`src/rtl/div_pkg.sv`:
```
// Shared definitions for the divider output path: result layout and serializer states.
// Latency: n/a (definitions only).
// Backpressure: n/a (definitions only).
package div_pkg;

  localparam int DATA_WIDTH       = 65;
  localparam int BYTES_PER_RESULT = 8;

  // Result word field offsets
  localparam int SIGN_BIT = 64;
  localparam int Q_LSB    = 32;
  localparam int R_LSB    = 0;

  typedef enum logic [1:0] {
    IDLE = 2'd0,
    SEND = 2'd1,
    GAP  = 2'd2
  } state_t;

endpackage

```
`src/rtl/div_result_fifo.sv`:
```
// Synchronous FIFO with wrap-bit pointers; head entry visible combinationally on rd_data.
// Latency: a write is visible at the head on the cycle after the write edge (no bypass).
// Backpressure: writes while full and reads while empty are ignored; full/empty exported.
module div_result_fifo
  import div_pkg::*;
#(
  parameter int WIDTH = DATA_WIDTH,
  parameter int DEPTH = 4,
  parameter int PTR_W = 3
) (
  input  logic             clk,
  input  logic             rst_n,
  input  logic             wr_en,
  input  logic [WIDTH-1:0] wr_data,
  input  logic             rd_en,
  output logic [WIDTH-1:0] rd_data,
  output logic             full,
  output logic             empty
);

  localparam int AW = PTR_W - 1;

  logic [WIDTH-1:0] mem [DEPTH];
  logic [PTR_W-1:0] wr_ptr;
  logic [PTR_W-1:0] rd_ptr;
  logic             do_wr;
  logic             do_rd;

  // Same index with differing wrap bits means the writer lapped the reader
  assign full    = (wr_ptr[AW-1:0] == rd_ptr[AW-1:0]) && (wr_ptr[AW] != rd_ptr[AW]);
  assign empty   = (wr_ptr == rd_ptr);
  assign do_wr   = wr_en && !full;
  assign do_rd   = rd_en && !empty;
  assign rd_data = mem[rd_ptr[AW-1:0]];

  // Pointer update; reset empties the FIFO, discarding any stored entries
  always_ff @(posedge clk or negedge rst_n) begin
    if (!rst_n) begin
      wr_ptr <= '0;
      rd_ptr <= '0;
    end else begin
      if (do_wr) wr_ptr <= wr_ptr + PTR_W'(1);
      if (do_rd) rd_ptr <= rd_ptr + PTR_W'(1);
    end
  end

  // Storage array; contents are meaningless until pointed to by a valid entry
  always_ff @(posedge clk) begin
    if (do_wr) mem[wr_ptr[AW-1:0]] <= wr_data;
  end

endmodule

```
`src/rtl/div_result_serializer.sv`:
```
// Buffers divider results and emits each as an 8-byte frame, remainder LSB first, quotient MSB last.
// Latency: write into empty FIFO at edge N -> first byte (pull_out) registered at edge N+1; frame period 10 cycles.
// Backpressure: res_ready = FIFO not full (pre-edge state); writes while full are dropped and set sticky overflow.
module div_result_serializer
  import div_pkg::*;
#(
  parameter int DATA_WIDTH       = div_pkg::DATA_WIDTH,
  parameter int BUFFER_DEPTH     = 4,
  parameter int LOG_BUFFER_DEPTH = 3
) (
  input  logic                  clk,
  input  logic                  rst_n,
  input  logic                  res_valid,
  input  logic [DATA_WIDTH-1:0] res_data,
  output logic                  res_ready,
  output logic [7:0]            data_out_out,
  output logic                  pull_out,
  output logic                  sign_out,
  output logic                  overflow
);

  // byte_cnt reaching this value means all 8 bytes have been driven
  localparam logic [3:0] LAST_CNT = 4'(BYTES_PER_RESULT);

  logic                  full;
  logic                  empty;
  logic                  pop;
  logic [DATA_WIDTH-1:0] head;

  state_t      state, state_nxt;
  logic [3:0]  byte_cnt, cnt_nxt;
  logic [63:0] shift, shift_nxt;
  logic [7:0]  data_nxt;
  logic        pull_nxt;
  logic        sign_nxt;

  assign res_ready = !full;

  div_result_fifo #(
    .WIDTH (DATA_WIDTH),
    .DEPTH (BUFFER_DEPTH),
    .PTR_W (LOG_BUFFER_DEPTH)
  ) u_fifo (
    .clk     (clk),
    .rst_n   (rst_n),
    .wr_en   (res_valid),
    .wr_data (res_data),
    .rd_en   (pop),
    .rd_data (head),
    .full    (full),
    .empty   (empty)
  );

  // Next-state and next-output decode: pop in IDLE, stream bytes in SEND, then two quiet cycles
  always_comb begin
    state_nxt = state;
    cnt_nxt   = byte_cnt;
    shift_nxt = shift;
    data_nxt  = data_out_out;
    pull_nxt  = 1'b0;
    sign_nxt  = sign_out;
    pop       = 1'b0;
    case (state)
      IDLE: begin
        data_nxt = 8'h00;
        if (!empty) begin
          pop       = 1'b1;
          shift_nxt = {head[Q_LSB +: 32], head[R_LSB +: 32]};
          data_nxt  = head[R_LSB +: 8];
          pull_nxt  = 1'b1;
          sign_nxt  = head[SIGN_BIT];
          cnt_nxt   = 4'd1;
          state_nxt = SEND;
        end
      end
      SEND: begin
        if (byte_cnt == LAST_CNT) begin
          // Last byte has been shown for one cycle; start the quiet gap
          data_nxt  = 8'h00;
          cnt_nxt   = 4'd0;
          state_nxt = GAP;
        end else begin
          data_nxt = shift[{byte_cnt[2:0], 3'b000} +: 8];
          cnt_nxt  = byte_cnt + 4'd1;
        end
      end
      GAP: begin
        data_nxt  = 8'h00;
        state_nxt = IDLE;
      end
      default: begin
        data_nxt  = 8'h00;
        state_nxt = IDLE;
      end
    endcase
  end

  // State register plus registered outputs; reset aborts any frame in flight
  always_ff @(posedge clk or negedge rst_n) begin
    if (!rst_n) begin
      state        <= IDLE;
      byte_cnt     <= 4'd0;
      shift        <= '0;
      data_out_out <= 8'h00;
      pull_out     <= 1'b0;
      sign_out     <= 1'b0;
    end else begin
      state        <= state_nxt;
      byte_cnt     <= cnt_nxt;
      shift        <= shift_nxt;
      data_out_out <= data_nxt;
      pull_out     <= pull_nxt;
      sign_out     <= sign_nxt;
    end
  end

  // Sticky flag for any write attempted while the FIFO is full
  always_ff @(posedge clk or negedge rst_n) begin
    if (!rst_n) overflow <= 1'b0;
    else if (res_valid && full) overflow <= 1'b1;
  end

endmodule

```
`config.mk`:
```
export PLATFORM = sky130hd
export DESIGN_NAME = div_result_serializer
export DESIGN_NICKNAME = d
export VERILOG_FILES = /design/src/rtl/div_pkg.sv /design/src/rtl/div_result_fifo.sv /design/src/rtl/div_result_serializer.sv
export SDC_FILE = /design/constraint.sdc
export NUM_CORES = 1
export LEC_CHECK = 0
export BUFFER_PORTS_ARGS = -buffer_cell sky130_fd_sc_hd__buf_4
export CAP_MARGIN = 30
export CORE_MARGIN = 2
export CORE_UTILIZATION = 30
export CTS_CLUSTER_SIZE = 16
export DETAILED_ROUTE_END_ITERATION = 12
export HOLD_SLACK_MARGIN = 0.05
export PLACE_DENSITY = 0.46
export SLEW_MARGIN = 20
export SYNTH_ARGS = -nofsm -noshare
export SYNTH_HDL_FRONTEND = slang
export SYNTH_SLANG_ARGS = --single-unit
```
`constraint.sdc`:
```
create_clock -name clk -period 3.6 [get_ports clk]
set_input_delay 0.72 -clock clk [delete_from_list [all_inputs] [get_ports clk]]
set_output_delay 0.72 -clock clk [all_outputs]
set_load 0.02 [all_outputs]
```
== After elaboration in Yosys (flattened, before gate mapping) ==
Memories as Yosys holds them, arrays and structs flattened.
Cells that the tools add are included.

* Reduce and logical (&&, ||, !) cells: 11
* Bitwise operators: 1
* Shift operators: 1
* $add $sub $neg: 3
* Equality and inequality tests: 7
* Muxes and demuxes: 13

{| class="wikitable"
|+ Operator list
! cell !! count
|-
| variable part select 64 x 7 -> 8 bit || 1
|-
| 2-to-1 mux 8 bit || 2
|-
| case mux 8 bit (2 select lines) || 1
|-
| 2-to-1 mux 4 bit || 2
|-
| case mux 4 bit (2 select lines) || 1
|-
| adder 3 x 1 -> 3 bit (second input constant) || 2
|-
| AND reduction 2 bit || 3
|-
| adder 4 x 1 -> 4 bit (second input constant) || 1
|-
| == test 4 bit (second input constant) || 1
|-
| logical AND 1 bit || 4
|-
| 2-to-1 mux 1 bit || 4
|-
| 2-to-1 mux 2 bit || 2
|-
| != test 2 bit (second input constant) || 2
|-
| case mux 2 bit (2 select lines) || 1
|-
| == test 3 bit || 1
|-
| == test 2 x 1 -> 1 bit (second input constant) || 1
|-
| == test 2 bit || 1
|-
| logical NOT 1 bit || 2
|-
| logical NOT 2 bit || 1
|-
| nonzero test 2 bit || 1
|-
| != test 1 bit || 1
|-
| NOT 1 bit || 1
|}

* Logic and storage cells: 46
* Input bits: 68
* Register bits after elaboration: 87
* Memory bits (writable): 260
* Output and inout bits: 12
* Memories: 1

{| class="wikitable"
|+ Memories
! memory !! words !! bits a word !! rd ports !! clocked after memory_dff !! wr ports !! RTL line !! text
|-
| u_fifo.mem || 4 || 65 || 1 || 0 || 1 || div_result_fifo.sv:23 || <nowiki>logic [WIDTH-1:0] mem [DEPTH];</nowiki>
|}

== Longest topological paths before layout ==
Gate-level depths: netlist of the first run.

* Depth after elaboration: 6
* Depth in mapped cells: 7
* Depth with buffers taken out: 5

== Hierarchy ==
Synthesis of the first run repeated with hierarchy kept, for this count alone.

* Cells, all modules: 773
* Area total of the unflattened synthesis: 13614.3 µm²

{| class="wikitable"
|+ By module, submodules not included
! module !! sequential area each (µm²) !! times used !! cells an instance !! area each (µm²)
|-
| div_result_fifo || 7957.6 || 1 || 389 || 9867.0
|-
| div_result_serializer || 2026.9 || 1 || 384 || 3747.3
|}

== Worst setup path after synthesis of the first run ==
OpenSTA, ideal clock, no wires.

* Path type: register to register
* Start: register u_fifo.rd_ptr[0]
* End: memory u_fifo.mem[0][0] in the netlist's numbering (enable)
* Required time: 3170 ps
* Period minus slack after synthesis: 3013 ps
* Arrival time: 2583 ps
* Slack: 587 ps
* Buffers on the path: 1
* Setup time: 430 ps
* Cell stages (with the launch flop): 5
* Cell sequence: dfrtp_1 -> buf_2 -> xor2_1 -> o31a_1 -> and2_1

* Longest elaborated chain between the ends: 6

{| class="wikitable"
|+ Ends and longest elaborated chain
! element !! RTL line !! text
|-
| start, declared || div_result_fifo.sv:25 || <nowiki>logic [PTR_W-1:0] rd_ptr;</nowiki>
|-
| start signal, assigned || div_result_fifo.sv:43 || <nowiki>if (do_rd) rd_ptr <= rd_ptr + PTR_W'(1);</nowiki>
|-
| == test 2 bit || div_result_fifo.sv:30 || <nowiki>assign full = (wr_ptr[AW-1:0] == rd_ptr[AW-1:0]) && (wr_ptr[AW] != rd_ptr[AW]);</nowiki>
|-
| logical AND 1 bit || div_result_fifo.sv:30 ||
|-
| logical NOT 1 bit || div_result_fifo.sv:32 || <nowiki>assign do_wr = wr_en && !full;</nowiki>
|-
| logical AND 1 bit || div_result_fifo.sv:32 ||
|-
| 2-to-1 mux 1 bit || div_result_fifo.sv:49 || <nowiki>if (do_wr) mem[wr_ptr[AW-1:0]] <= wr_data;</nowiki>
|-
| 2-to-1 mux 1 bit (implied by the code) || div_result_fifo.sv:49 ||
|-
| end, declared || div_result_fifo.sv:23 ||
|}

No other way between the ends.

== Final worst setup path of the first run ==
* Start: register u_fifo.wr_ptr[1]
* End: register shift[12]

* Longest elaborated chain between the ends: 3

{| class="wikitable"
|+ Ends and longest elaborated chain
! element !! RTL line !! text
|-
| start, declared || div_result_fifo.sv:24 || <nowiki>logic [PTR_W-1:0] wr_ptr;</nowiki>
|-
| start signal, assigned || div_result_fifo.sv:42 || <nowiki>if (do_wr) wr_ptr <= wr_ptr + PTR_W'(1);</nowiki>
|-
| == test 3 bit || div_result_fifo.sv:31 || <nowiki>assign empty = (wr_ptr == rd_ptr);</nowiki>
|-
| NOT 1 bit (no source line) || - ||
|-
| AND reduction 2 bit (no source line) || - ||
|-
| end signal, assigned || div_result_serializer.sv:110 || <nowiki>shift <= shift_nxt;</nowiki>
|-
| end, declared || div_result_serializer.sv:32 || <nowiki>logic [63:0] shift, shift_nxt;</nowiki>
|}

No other way between the ends.
A chain may end at the register's enable or synchronous reset.

==> impl_metrics.ini, run 1 <==
[routing]
via_count = 6037
viasPerCell = 4.49
drt_iter0_markers = 475
drt-total-wl_um = 28000
routedWlPerCell_um = 20.9
drc_errors = 0
dr.pass1.iters = 6
antenna_left = 0

[clock_tree]
clock-sinks = 347
holdBufCountCts = 1
clock_path_buffers = 3
clkLatencyLatePin_ns = 0.52
cts-root-buf = clkbuf_16
cts_resized = 0
cts_tree = done
cts_max_level = 2
cts_setup_buffers = 0
path_clk_slew_ns = 0.07
cts_made_buffers = 35

[sta]
fin_crit_ns = 2.53
hold_viol_final = 0
slew_viol_final = 0
finalSetupViolations = 0
fin_tns_setup_ns = 0
hold_ws_ns = 0.398
rsz0062_at_grt = false
setup_ws_ns = 1.07
max_freq_mhz = 396
finClkSkew_ns = 0.0138
finalCritPeriodShare_pct = 70.2
tightest_slew_ns = 0.804
slew_headroom_pct = 46.4

[worst_setup_path]
slowest_stage = dfrtp_1
critPathMaxFanout = 48
path_cells = xor2_1, o31ai_2, buf_4, inv_2, buf_12, mux2_2
end_kind = flop
critical_path_class = flop to flop
cp_num_cells = 6
critPathBufInv = 3
crit_path_start = u_fifo.wr_ptr[1]
worstReg2RegStart = u_fifo.wr_ptr[1]
r2r_end = shift[12]
critPathArrivalTime_ns = 2.93
crit_family = buffers and inverters
rrSetupSlack_ns = 1.07
startpoint_type = flop
crit_end = shift[12]
cpPeakStageDelay_ns = 0.47
required_ns = 4.00
reg2reg_depth = 6

[global_routing]
grt_pass1_vias = 6607
top_usage_layer = met2
antenna_found_initial = 0
grt_use_total_pct = 12.3
grt-ovfl-total = 0
grt_pass1_wl_um = 42600
grt_util_met3_pct = 2.32
grt_use_met1_pct = 16.7
grt_max_degree = 80
globalRouteMet2Util_pct = 19.7

[logic_synthesis]
synth_edf_count = 260
yosys.area.top_type = edfxtp_1
ys_warn_count = 0
netlist_top_cells_area = edfxtp_1, dfrtp_1, mux4_2, mux2_2, mux2_1
ys_seq_elements = 347
yosys.cell_types.count = 36
synth_top_area_share_pct = 58.5
netlist_top_cells_count = edfxtp_1, dfrtp_1, mux4_2
synth_async_sr_flop_share_pct = 25.1
syn_area_um2 = 13300
syn_nets = 697
yosys_most_used_dff = edfxtp_1
yosysMostFrequentCell = edfxtp_1
syn_area_per_cell_um2 = 21.5
yosysSeqAreaShare_pct = 74.8
syn-instance-count = 622

[floorplanning]
io_pins = 80
fp.dieArea_um2 = 46200
start_util_pct = 30.3
coreArea_um2 = 44000
die_y_um = 215
die_width_um = 215
rows = 77

[cells_and_area]
fin_cells = 1344
layout-drive-gt1-share_pct = 35.9
area_delta_synth_final_pct = 19.0
n_antenna_cell = 0
nets = 802
utilization_pct = 36.1

[pwr]
p_leak_nw = 5.56
power_density_nw_per_um2 = 880
irDropWorstVdd_v = 0.000478

[run_status]
outcome = complete, no violations

[place]
port-buffer-count = 79
hpwl_um = 17100
placed_cells = 1280
place_congestion = 0.749
pre_cts_ws_ns = 1.07

[flow_run]
cap_viol_max_count = 0

[hold_path]
holdPathStages = 1
hp-class = input port to flop
## where the power goes
part           internal [mW]  total (mW)  switching, mW
combinational           1.99        4.14           2.15
clock                   2.25        3.71           1.46
sequential              5.59        6.12          0.524
## worst register-to-register path: cells and delay by family (launching register included)
family          cells  cell delay, ns
mux                 1            0.43
xor+xnor            1            0.38
flops               1            0.47
compound gates      1            0.11
buf+inv             3            1.03
## layout by cell type, fill, tap and decap left out, types with 3 or more instances in the layout
master,instances
edfxtp_1,260
inv_1,13
buf_12,4
ha_1,7
mux4_2,73
mux2i_1,24
mux2_1,26
clkbuf_8,4
clkbuf_16,37
mux2_2,41
dfrtp_1,85
bufinv_16,4
buf_4,91
and2_2,3
nand2_1,11
xor2_1,5
clkinv_1,3
o211ai_1,8
nand3_1,8
xnor2_1,4
clkbuf_1,9
## metal layers
| layer | vias to the layer above | share of wire (%) |
|---|---|---|
| met3 | 48 | 3.5 |
| met1 | 3178 | 46 |
| met4 | 0 | 2.7 |
| li1 | 2712 | - |
| met5 | - | 0 |
| met2 | 99 | 48 |
## through the flow
step                power, mW  cell area (um2)
floorplan                9.04            13300
global placement         10.4            14700
detailed placement       10.5            14700
CTS                      14.2            15900
global route             14.7            15900
finish                   14.0            15900
## kinds of logic (layout without fill, tap and decap cells)
| group | Yosys count | in the layout | synth area share [%] |
|---|---|---|---|
| flops | 347 | 347 | 74.8 |
| mux | 164 | 164 | 19.8 |
| buf+inv | 43 | 173 | 1.74 |
| simple gates | 33 | 33 | 1.27 |
| compound gates | 19 | 19 | 1.13 |
| xor+xnor | 9 | 9 | 0.591 |
| fa+ha+maj | 7 | 7 | 0.656 |
## worst min path at each step
stage	from	end	slack [ns]
finish	res_data[44]	u_fifo.mem[2][44]	0.40
global route	res_data[44]	u_fifo.mem[2][44]	0.38
CTS	res_data[44]	u_fifo.mem[2][44]	0.37
detailed placement	shift[36]	shift[36]	0.48
global placement	shift[36]	shift[36]	0.47
floorplan	rst_n	byte_cnt[0]	0.42
## state kept, by name (all words and copies together), names as in the netlist
register and flops:
byte_cnt 4, u_fifo.rd_ptr 3, pull_out 1, u_fifo.wr_ptr 3
data_out_out 8, shift 64, overflow 1, u_fifo.mem 260
sign_out 1, state 2
## layout make-up
cell class / instances / area [um2]
fill: 4027 / 28200
sequential: 347 / 9990
multi-input combinational: 232 / 3130
clock buffer: 50 / 1010
timing repair buffer: 97 / 778
tap: 592 / 741
clock inverter: 12 / 165
inverter: 14 / 52.6
Note: power is estimated with default switching activity, not from simulation.
==> run 2: changes to the inputs <==
--- a/config.mk
+++ b/config.mk
@@ -5,6 +5,7 @@
 export SDC_FILE = /design/constraint.sdc
 export NUM_CORES = 1
 export LEC_CHECK = 0
+export ABC_AREA = 1
 export BUFFER_PORTS_ARGS = -buffer_cell sky130_fd_sc_hd__buf_4
 export CAP_MARGIN = 30
 export CORE_MARGIN = 2
==> constraint.sdc (replaced) <==
create_clock -name clk -period 2.6 [get_ports clk]
set_input_delay 0.52 -clock clk [delete_from_list [all_inputs] [get_ports clk]]
set_output_delay 0.52 -clock clk [all_outputs]
set_load 0.02 [all_outputs]
==> run 2 against run 1 <==
Against the previous run: hold slack worse by 0.22 ns; critical path depth did not move; die area up 2.4%; global-route usage increased by 2.2 points; power increased by 45%; register-to-register slack worse by 0.44 ns; via count rose by 44%; clock power grew 49%; sequential power grew 33%; synthesized cell count rose by 90%; final area rose by 2.7%; largest cell class unchanged; highest routed layer unchanged.
==> impl_metrics.ini, run 2 <==
[routing]
drc_errors = 0
antenna_left = 0
via_count = 8698
drt_iter0_markers = 631
routedWlPerCell_um = 17.9
drt-total-wl_um = 33700
dr.pass1.iters = 6
viasPerCell = 4.60

[worst_setup_path]
reg2reg_depth = 7
worstReg2RegStart = u_fifo.wr_ptr[1]
critical_path_class = flop to primary output
critPathArrivalTime_ns = 1.77
r2r_end = u_fifo.mem[0][17]
end_kind = primary output
required_ns = 2.08
critPathMaxFanout = 5
rrSetupSlack_ns = 0.63
startpoint_type = flop

[clock_tree]
cts_tree = done
holdBufCountCts = 1
cts-root-buf = clkbuf_16
clock_path_buffers = 3
cts_resized = 0
cts_max_level = 2
cts_setup_buffers = 0
cts_made_buffers = 38
clkLatencyLatePin_ns = 0.54
path_clk_slew_ns = 0.06
clock-sinks = 347

[global_routing]
grt_max_degree = 132
grt_use_total_pct = 14.5
grt-ovfl-total = 0
grt_pass1_wl_um = 53000
grt_pass1_vias = 8811
antenna_found_initial = 0

[place]
hpwl_um = 19500
pre_cts_ws_ns = 0.637
placed_cells = 1820
port-buffer-count = 79
placed_area_um2 = 15000
place_congestion = 0.754

[sta]
slew_viol_final = 0
hold_viol_final = 0
finalCritPeriodShare_pct = 88.3
max_freq_mhz = 436
fin_tns_setup_ns = 0
finalSetupViolations = 0
setup_ws_ns = 0.305
hold_ws_ns = 0.180
tightest_slew_ns = 0.811
slew_headroom_pct = 45.9
rsz0062_at_grt = false
fin_crit_ns = 2.29
finClkSkew_ns = 0.0193

[run_status]
outcome = complete, no violations

[cells_and_area]
area_delta_synth_final_pct = 19.3
fin_area_um2 = 16300
largest_reg_flops = 260
layout-drive-gt1-share_pct = 13.5
fin_cells = 1889
layout_commonest_cell = nand2_1
layout_common_cells = nand2_1, edfxtp_1, nor2_1
utilization_pct = 36.1
n_antenna_cell = 0
nets = 1336

[logic_synthesis]
netlist_top_cells_area = edfxtp_1, dfrtp_1, nand2_1, o21ai_0, nor2_1
syn_area_per_cell_um2 = 11.6
netlist_top_cells_count = nand2_1, edfxtp_1, nor2_1
yosysSeqAreaShare_pct = 73.0
syn_nets = 1256
ys_warn_count = 0
ys_seq_elements = 347
synth_edf_count = 260
syn_area_um2 = 13700
yosys.area.top_type = edfxtp_1
yosysMostFrequentCell = nand2_1
syn-instance-count = 1181
synth_top_area_share_pct = 57.1
synth_async_sr_flop_share_pct = 25.1
yosys_most_used_dff = edfxtp_1
yosys.cell_types.count = 23

[floorplanning]
io_pins = 80
die_y_um = 217
start_util_pct = 30.3
die_width_um = 217
rows = 78
coreArea_um2 = 45200
fp.dieArea_um2 = 47300

[flow_run]
cap_viol_max_count = 0

[hold_path]
hp-class = input port to flop
hold_path.startpoint = res_data[51]
min_to = u_fifo.mem[2][51]
holdPathStages = 1

[pwr]
power_density_nw_per_um2 = 1240
irDropWorstVdd_v = 0.000797
p_leak_nw = 6.35
power_mw = 20.2
run 2: changes by cell type after synthesis, sizes merged, moves of 34 or more:
cell and change:
nand2 +304, nor2 +152, o21ai +139, mux4 -73, mux2 -67, o22ai +65
nand3 +34
run 2: cell families after synthesis:
kind of cell | Yosys count | synth area share (%)
and+or+nand+nor | 514 | 14.6
buffers and inverters | 102 | 3.31
DFF | 347 | 73.0
adders and majority gates | 7 | 0.641
AOI/OAI and AO/OA | 208 | 8.24
xor gates and xnor gates | 3 | 0.192
run 2: how the worst max path moves through the flow:
| stage | startpoint | slack, ns | depth (start not counted) | to |
|---|---|---|---|---|
| 5_1_grt | u_fifo.wr_ptr[0] | 0.23 | 6 | res_ready |
| 3_3_place_gp | u_fifo.wr_ptr[0] | 0.67 | 7 | u_fifo.mem[0][33] |
| 3_5_place_dp | u_fifo.wr_ptr[1] | 0.64 | 7 | u_fifo.mem[0][33] |
| 4_1_cts | u_fifo.wr_ptr[0] | 0.30 | 6 | res_ready |
| 2_1_floorplan | u_fifo.rd_ptr[0] | 0.01 | 6 | u_fifo.mem[0][0] |
| 6_report | u_fifo.wr_ptr[0] | 0.31 | 6 | res_ready |
run 2: cell type report:
class,instances,area [um2]
sequential,347,9990
tap,600,751
inverter,34,129
clock buffer,49,1020
timing repair buffer,108,888
clock inverter,19,260
multi-input combinational,732,3270
fill,4430,28900
run 2: worst max-delay path, stage by stage (launching register included):
cell and delay (ns):
dfrtp_1 0.43, inv_1 0.15, nand2_1 0.07, nand2_1 0.08
nand4_1 0.14, buf_4 0.20, buf_4 0.16
run 2: power by group:
part | internal, mW | leakage (nW) | switching (mW)
clock network | 3.38 | 0.624 | 2.14
logic | 1.96 | 2.28 | 4.57
registers | 7.58 | 3.45 | 0.558
total | 12.9 | 6.35 | 7.26
run 2: per-layer routing:
| layer | GRT usage [%] | wire length, um | up-vias |
|---|---|---|---|
| met4 | 4.06 | 676 | 0 |
| li1 | - | - | 4241 |
| met5 | 0 | 0 | - |
| met2 | 23.0 | 15500 | 140 |
| met3 | 2.66 | 1360 | 48 |
| met1 | 20.4 | 16200 | 4269 |
